$ cat src/rtl/register_bank.sv
// register_bank -- 32 x `REG_SIZE register file with a per-register
// pending-write scoreboard for an in-order pipeline.
//
// Ports
//   clk                  rising-edge clock
//   reset                asynchronous, active-low reset
//   rd_addr1, rd_addr2   decode read addresses
//   rd_use1, rd_use2     operand actually consumed by the decoding instruction
//   rd_data1, rd_data2   combinational read data (register 0 reads as 0)
//   issue_en, issue_dest decode issuing a register-writing instruction
//   wr_en, wr_addr,
//   wr_data              write-back port
//   stall                combinational hazard stall to decode/fetch
//   sb_err               sticky scoreboard underflow error
//
// Configuration
//   RB_BYPASS_EN  when defined, a same-cycle write-back is forwarded to the
//                 read ports and clears a hazard on a register whose only
//                 outstanding write is the one retiring this cycle.

`ifndef REG_ADDR
`define REG_ADDR 4:0
`endif
`ifndef REG_SIZE
`define REG_SIZE 31:0
`endif

module register_bank (
  input  logic             clk,
  input  logic             reset,
  input  logic [`REG_ADDR] rd_addr1,
  input  logic [`REG_ADDR] rd_addr2,
  input  logic             rd_use1,
  input  logic             rd_use2,
  output logic [`REG_SIZE] rd_data1,
  output logic [`REG_SIZE] rd_data2,
  input  logic             issue_en,
  input  logic [`REG_ADDR] issue_dest,
  input  logic             wr_en,
  input  logic [`REG_ADDR] wr_addr,
  input  logic [`REG_SIZE] wr_data,
  output logic             stall,
  output logic             sb_err
);

  localparam int NREG = 32;

  logic [`REG_SIZE] regs_r [NREG];
  logic [1:0]       pend_r [NREG];
  logic             sb_err_r;

  logic             hz1_s;
  logic             hz2_s;
  logic             stall_s;
  logic [`REG_SIZE] rd1_s;
  logic [`REG_SIZE] rd2_s;
  logic [NREG-1:0]  inc_s;
  logic [NREG-1:0]  dec_s;
  logic             err_s;

`ifdef RB_BYPASS_EN
  logic             wr_hit1_s;
  logic             wr_hit2_s;

  // Detect a write-back to a nonzero register currently being read.
  always_comb begin
    wr_hit1_s = wr_en && (wr_addr == rd_addr1) && (wr_addr != 5'd0);
    wr_hit2_s = wr_en && (wr_addr == rd_addr2) && (wr_addr != 5'd0);
  end
`endif

  // Hazard per read port and the combined stall; pend_r[0] is always 0,
  // so register 0 can never cause a hazard.
  always_comb begin
    hz1_s = (pend_r[rd_addr1] != 2'd0);
    hz2_s = (pend_r[rd_addr2] != 2'd0);
`ifdef RB_BYPASS_EN
    // Last outstanding write retiring now: the forwarded value is valid.
    if (wr_hit1_s && (pend_r[rd_addr1] == 2'd1)) begin
      hz1_s = 1'b0;
    end else begin
      hz1_s = hz1_s;
    end
    if (wr_hit2_s && (pend_r[rd_addr2] == 2'd1)) begin
      hz2_s = 1'b0;
    end else begin
      hz2_s = hz2_s;
    end
`endif
    stall_s = (rd_use1 && hz1_s) || (rd_use2 && hz2_s) ||
              (issue_en && (pend_r[issue_dest] == 2'd3));
  end

  // Combinational read; regs_r[0] is held at 0 and never written.
  always_comb begin
    rd1_s = regs_r[rd_addr1];
    rd2_s = regs_r[rd_addr2];
`ifdef RB_BYPASS_EN
    // Forwarding is suppressed while in reset so outputs read 0 at once.
    if (wr_hit1_s && reset) begin
      rd1_s = wr_data;
    end else begin
      rd1_s = rd1_s;
    end
    if (wr_hit2_s && reset) begin
      rd2_s = wr_data;
    end else begin
      rd2_s = rd2_s;
    end
`endif
  end

  // Per-register scoreboard increment/decrement requests and underflow detect.
  always_comb begin
    inc_s = '0;
    dec_s = '0;
    err_s = 1'b0;
    for (int r = 1; r < NREG; r++) begin
      inc_s[r] = issue_en && !stall_s && (issue_dest == 5'(r));
      dec_s[r] = wr_en && (wr_addr == 5'(r));
      // A simultaneous issue cancels the write-back, so no underflow then.
      if (dec_s[r] && !inc_s[r] && (pend_r[r] == 2'd0)) begin
        err_s = 1'b1;
      end else begin
        err_s = err_s;
      end
    end
  end

  // Register storage: write-back port, register 0 ignored.
  always_ff @(posedge clk or negedge reset) begin
    if (!reset) begin
      for (int i = 0; i < NREG; i++) begin
        regs_r[i] <= '0;
      end
    end else if (wr_en && (wr_addr != 5'd0)) begin
      regs_r[wr_addr] <= wr_data;
    end
  end

  // Pending counters: saturate at 3 on increment, floor at 0 on decrement.
  always_ff @(posedge clk or negedge reset) begin
    if (!reset) begin
      for (int i = 0; i < NREG; i++) begin
        pend_r[i] <= 2'd0;
      end
    end else begin
      for (int i = 0; i < NREG; i++) begin
        case ({inc_s[i], dec_s[i]})
          2'b10: begin
            if (pend_r[i] != 2'd3) pend_r[i] <= pend_r[i] + 2'd1;
          end
          2'b01: begin
            if (pend_r[i] != 2'd0) pend_r[i] <= pend_r[i] - 2'd1;
          end
          default: pend_r[i] <= pend_r[i];
        endcase
      end
    end
  end

  // Sticky scoreboard error flag.
  always_ff @(posedge clk or negedge reset) begin
    if (!reset) begin
      sb_err_r <= 1'b0;
    end else if (err_s) begin
      sb_err_r <= 1'b1;
    end
  end

  assign rd_data1 = rd1_s;
  assign rd_data2 = rd2_s;
  assign stall    = stall_s;
  assign sb_err   = sb_err_r;

endmodule

$ cat config.mk
export PLATFORM = sky130hd
export DESIGN_NAME = register_bank
export DESIGN_NICKNAME = d
export VERILOG_FILES = /design/src/rtl/register_bank.sv
export SDC_FILE = /design/constraint.sdc
export NUM_CORES = 2
export LEC_CHECK = 0
export CORE_MARGIN = 3
export CORE_UTILIZATION = 25
export DETAILED_ROUTE_END_ITERATION = 16
export SETUP_SLACK_MARGIN = 0.05
export SYNTH_ARGS = -nofsm -noshare
export SYNTH_HDL_FRONTEND = slang
export SYNTH_SLANG_ARGS = --single-unit
$ cat constraint.sdc
create_clock -name clk -period 9.5 [get_ports clk]
set_clock_uncertainty 0.1 [all_clocks]
set_input_delay 1.9 -clock clk [delete_from_list [all_inputs] [get_ports clk]]
set_output_delay 1.9 -clock clk [all_outputs]
set_load 0.01 [all_outputs]
# Word level (Yosys, flattened, before mapping)
# Cells that the tools add are included.
# word_totals
regBits	1087
elab_cells	786
# classes
n_addsub	62
n_lt_le_gt_ge	5
n_eq_ne	218
n_mux	142
n_bitwise	4
reduce_logical	291
# ops
operator	count
bitwise mux 1024 bit	1
binary-select mux 32 bit (select 5 bit)	2
!= test 2 bit, second input constant	93
demux 32 bit (select 5 bit)	1
== test 5 bit, second input constant	32
two-way mux 32 bit	5
two-way mux 2 bit	68
logical AND 1 bit	130
nonzero test 2 bit	64
one-hot mux 2 bit (2 select lines)	31
AND reduction 3 bit	31
== test 5 x 4 -> 1 bit, second input constant	16
== test 2 bit, second input constant	32
adder 2 x 1 -> 2 bit, second input constant	31
== test 2 x 1 -> 1 bit, second input constant	31
zero test 2 bit	31
subtractor 2 x 1 -> 2 bit, second input constant	31
== test 5 x 3 -> 1 bit, second input constant	8
zero test 1 bit	32
two-way mux 1 bit	31
binary-select mux 2 bit (select 5 bit)	3
>= comparator 6 bit, second input constant	4
NOT 5 -> 6 bit	4
== test 5 x 2 -> 1 bit, second input constant	4
4 further kinds	6

# Logic depth before layout (Yosys ltp)
# logic_depth
ltp_word	45
mapped_depth	19

# Least setup slack after synthesis
# No wires, ideal clock.
# synth_timing
kind	input port to output port
startpoint	input rd_addr1[0]
endpoint	output rd_data1[0]
arrival_time_ps	4300
path_slack_ps	3200
path_stages	6
cell_sequence	clkbuf_1 buf_2 buf_1 mux4_2 mux4_2 mux2_2
# synth_via
elab_chain_len	4
# synth_rtl
item	line_no	text
start, declared	31	input logic [`REG_ADDR] rd_addr1,
NOT 5 -> 6 bit (implied by the code)	96	rd1_s = regs_r[rd_addr1];
binary-select mux 32 bit (select 5 bit)	96	
two-way mux 32 bit (implied by the code) (2 in series)	96	
end, declared	35	output logic [`REG_SIZE] rd_data1,
# No other way between the ends. The select of a mux whose other input is x is not followed.

# Worst setup path in the final report
# layout_timing
startpoint	input rd_addr1[2]
endpoint	output stall
# layout_via
elab_chain_len	8
# layout_rtl
item	line_no	text
NOT 5 -> 6 bit (implied by the code)	75	hz1_s = (pend_r[rd_addr1] != 2'd0);
binary-select mux 2 bit (select 5 bit)	75	
two-way mux 2 bit (implied by the code) (2 in series)	75	
nonzero test 2 bit	75	
logical AND 1 bit	90	stall_s = (rd_use1 && hz1_s) || (rd_use2 && hz2_s) ||
logical OR 1 bit (2 in series)	90	
end, declared	42	output logic stall,
# No other way between the ends. The select of a mux whose other input is x is not followed.

==> results.py <==
metrics = {
    "critical_path": {
        "rrSetupSlack_ps": 4490,
        "arrival_ps": 5170,
        "crit_cells": 9,
        "worstPathMaxFanout": 42,
        "crit_family": "buffers and inverters",
        "regToRegEndpoint": "sb_err",
        "worstSetupPathType": "in2out",
        "reg2reg_from": "pend_r[11]",
        "start_kind": "input port",
        "required_ps": 7500,
        "endpoint_kind": "output port",
        "max_stage_delay_ps": 790,
        "startpoint": "rd_addr1[2]",
        "crit_path_cell_trace": "buf_6 -> buf_4 -> a31oi_1 -> a21oi_1 -> o2111ai_1 -> a22oi_1 -> nor2_1 -> nand2_1 -> clkdlybuf4s50_1",
        "endpoint": "stall",
        "ff2ff_path_depth": 16,
        "worst_path_max_delay_cell": "buf_4",
        "crit_buf_inv": 3,
    },
    "clock_network": {
        "clk_pin_slew_ps": 60,
        "clockBufferDepth": 3,
        "postCtsHoldBufs": 0,
        "numCtsBuffers": 107,
        "cts_setup_buffers": 0,
        "clock_latency_ps": 720,
        "cts_sinks": 1087,
        "htree_levels": 3,
        "cts_tree": "built",
        "cts_resized": 0,
        "cts-root-buf": "clkbuf_16",
    },
    "detailed_routing": {
        "wirelength_um": 186000,
        "drt_iter0_markers": 4041,
        "wl_per_cell_um": 24.9,
        "drt-vias-per-instance": 5.23,
        "vias": 39100,
        "dr.pass1.iters": 5,
        "drc": 0,
        "postRouteAntennaNets": 0,
    },
    "run": {
        "cap_violations": 0,
    },
    "synthesis": {
        "yosys_register_bits": 1087,
        "yosys.area.top_type": "dfrtp_1",
        "muxShareOfSynthArea_pct": 40.3,
        "synth-async-reset-ratio_pct": 100,
        "synth_flop_cell": "dfrtp_1",
        "netlist_area_mm2": 0.0592,
        "yosys_warnings": 0,
        "synth_xor_area_share_pct": 0,
        "synth_top_area_share_pct": 46.0,
        "synth_cell_types": 65,
        "avgSynthCellArea_um2": 13.5,
        "ys_seq_area_share_pct": 46.0,
        "synth_top_family_by_area": "multiplexers",
        "synth_edf_count": 0,
        "synth_nets": 4462,
        "synth_compound_area_share_pct": 2.09,
        "syn_inst": 4372,
        "yosys.area_share.simple_pct": 7.76,
        "synthAdderAreaFrac_pct": 0.677,
        "synth_area_leaders": "dfrtp_1 (46%), mux4_2 (25%), mux2_2 (15%), nand2_1 (5.3%), clkbuf_1 (2.2%)",
    },
    "timing": {
        "hold_viol_final": 0,
        "rsz0062_at_grt": "false",
        "maxClockFrequency_ghz": 0.139,
        "layout_min_cycle_time_ps": 7170,
        "setup_violations": 0,
        "tightest_slew_ps": 1240,
        "period_share_pct": 75.5,
        "relSlewSlack_pct": 17.1,
        "fin_setup_tns_ps": 0,
        "report.final.slew_viol_count": 0,
    },
    "layout": {
        "synthToLayoutAreaGrowth_pct": 13.5,
        "drive_gt1_share_pct": 40.8,
        "finalNetCount": 4336,
        "stdcell_area_mm2": 0.0671,
    },
    "place": {
        "place.gp.congestion": 0.835,
        "io_buffers": 123,
        "dp_hpwl_um": 108000,
        "post_dp_cell_area_mm2": 0.0635,
    },
    "die": {
        "die_y_um": 492,
        "pin_count": 124,
        "core_mm2": 0.234,
        "dieArea_mm2": 0.242,
        "rows": 177,
        "initial_utilization_pct": 25.3,
        "die_x_um": 492,
    },
    "grt": {
        "grt_pass1_wl_um": 275000,
        "grt_remaining_overflow": 0,
        "grt_pass1_vias": 40000,
        "grt_antenna_before_repair": 21,
        "grt_max_degree": 191,
        "track_usage_pct": 15.1,
    },
    "outcome": {
        "status": "finished clean",
    },
    "power_and_ir_drop": {
        "p_int_mw": 9.77,
        "leakagePower_nw": 28.3,
        "combPwrFrac_pct": 22.2,
        "p_per_area_mw_per_mm2": 203,
        "p_sw_share_pct": 28.1,
        "power_frac_seq_pct": 45.5,
        "clkPwrFrac_pct": 32.3,
        "peakVddDrop_mv": 0.153,
        "switching_power_mw": 3.82,
    },
    "worst_hold_path": {
        "min_delay_path_depth": 0,
        "hold_path_class": "reg2reg",
    },
}
flip-flops by register name, indices dropped and copies added (netlist names):
| register | count |
|---|---|
| regs_r | 1024 |
| pend_r | 62 |
| sb_err | 1 |
per-layer routing:
metal / track usage, % / routed length (µm) / vias to the layer above
met1: 21.2 / 80200 / 21100
met3: 3.85 / 16500 / 303
li1: - / - / 15900
met2: 23.0 / 84200 / 1687
met4: 4.25 / 5220 / 4
met5: 0 / 27 / -
worst register-to-register path, stage by stage (launching register included):
cell and delay (ps):
dfrtp_1 440, nor2_1 380, mux4_2 320, nor2_1 40
o41ai_1 270, a22oi_1 210, nor3b_4 670, nand2_2 260
or3_1 470, ha_1 280, a22oi_1 200, nand4_1 150
nor2_1 160, nand2_1 90, a2111o_1 340, a2111oi_2 330
nand4_1 110
cells in the mapped netlist (3+ instances only):
| cell type | instances |
|---|---|
| nor3_1 | 38 |
| o21ai_0 | 23 |
| nor4_1 | 14 |
| and3_1 | 6 |
| nand3_1 | 19 |
| o211ai_1 | 7 |
| a211oi_1 | 4 |
| and2_1 | 3 |
| o22ai_1 | 7 |
| a31oi_1 | 7 |
| nand2b_1 | 20 |
| nor2_1 | 112 |
| o31ai_1 | 19 |
| inv_1 | 48 |
| a22oi_1 | 9 |
| mux2i_1 | 3 |
| clkbuf_1 | 340 |
| ha_1 | 32 |
| nand4_1 | 15 |
| dfrtp_1 | 1087 |
| o21ai_1 | 3 |
| o2111ai_1 | 3 |
| buf_2 | 13 |
| or3_1 | 6 |
| buf_1 | 74 |
| nor2b_1 | 20 |
| or2_2 | 5 |
| a21o_1 | 16 |
| o21a_1 | 6 |
| mux4_2 | 657 |
| mux2_2 | 802 |
| o211a_1 | 5 |
| nand3b_1 | 6 |
| nand2_1 | 843 |
| buf_6 | 3 |
| a21oi_1 | 55 |
| or4_1 | 6 |
final cells by class:
class                   count  area, µm²
flip-flops and latches   1087      27200
inverters                  51        198
repair buffers            198       1960
diodes                      5       12.5
fillers                 23500     167000
multi-input cells        2801      30300
well taps                3132       3920
clock buffers             159       3190
clock inverters            35        369
worst min-delay path by stage:
stage                 startpoint           end  slack, ps
finish              regs_r[1018]  regs_r[1018]        300
global route        regs_r[1014]  regs_r[1014]        300
CTS                 regs_r[1021]  regs_r[1021]        300
detailed placement  regs_r[1021]  regs_r[1021]        280
global placement    regs_r[1023]  regs_r[1023]        280
floorplan           regs_r[1000]  regs_r[1000]        340
through the flow:
stage | worst slack [ps] | hold slack (ps) | power [mW] | util [%] | std cells
global placement | 2240 | 277 | 9.14 | 27.2 | 7269
CTS | 2280 | 299 | 13.7 | 28.7 | 7463
global route | 2080 | 304 | 14.2 | 28.7 | 7466
floorplan | 3200 | 341 | 8.22 | - | 4372
detailed placement | 2290 | 283 | 9.28 | 27.2 | 7269
finish | 2330 | 297 | 13.6 | 28.7 | 7468
placed cells by master, fill, tap and decap left out, types with 7 or more instances in the layout:
master,synthesis,final
nand2b_1,20,20
inv_1,48,40
mux2_2,802,802
a22oi_1,9,9
nand4_1,15,15
mux4_2,657,657
clkdlybuf4s50_1,0,114
nor3_1,38,38
ha_1,32,32
a21oi_1,55,55
o22ai_1,7,7
nor4_1,14,14
buf_4,2,65
dfrtp_1,1087,1087
buf_12,0,12
clkbuf_16,0,110
a31oi_1,7,7
o21ai_0,23,23
o211ai_1,7,7
nand2_1,843,835
nand3_1,19,17
clkbuf_8,0,25
clkinv_2,1,23
a21o_1,16,16
nor2_1,112,92
nand2_2,1,9
o31ai_1,19,19
nor2_4,0,20
clkbuf_1,340,24
nor2b_1,20,20
inv_2,1,9
power groups by stage:
stage | sequential [mW] | clock [mW] | combinational, mW
after CTS | 6.16 | 4.48 | 3.06
after global placement | 6.16 | 0 | 2.98
after floorplan | 6.00 | 0 | 2.22
after global routing | 6.29 | 4.67 | 3.26
final | 6.18 | 4.39 | 3.02
after detailed placement | 6.24 | 0 | 3.05
kinds of logic after synthesis:
group / count (synthesis)
buf+inv: 484
fa+ha+maj: 32
flops: 1087
compound gates: 186
mux: 1462
simple gates: 1121
Power figures use the tool's default switching activity.
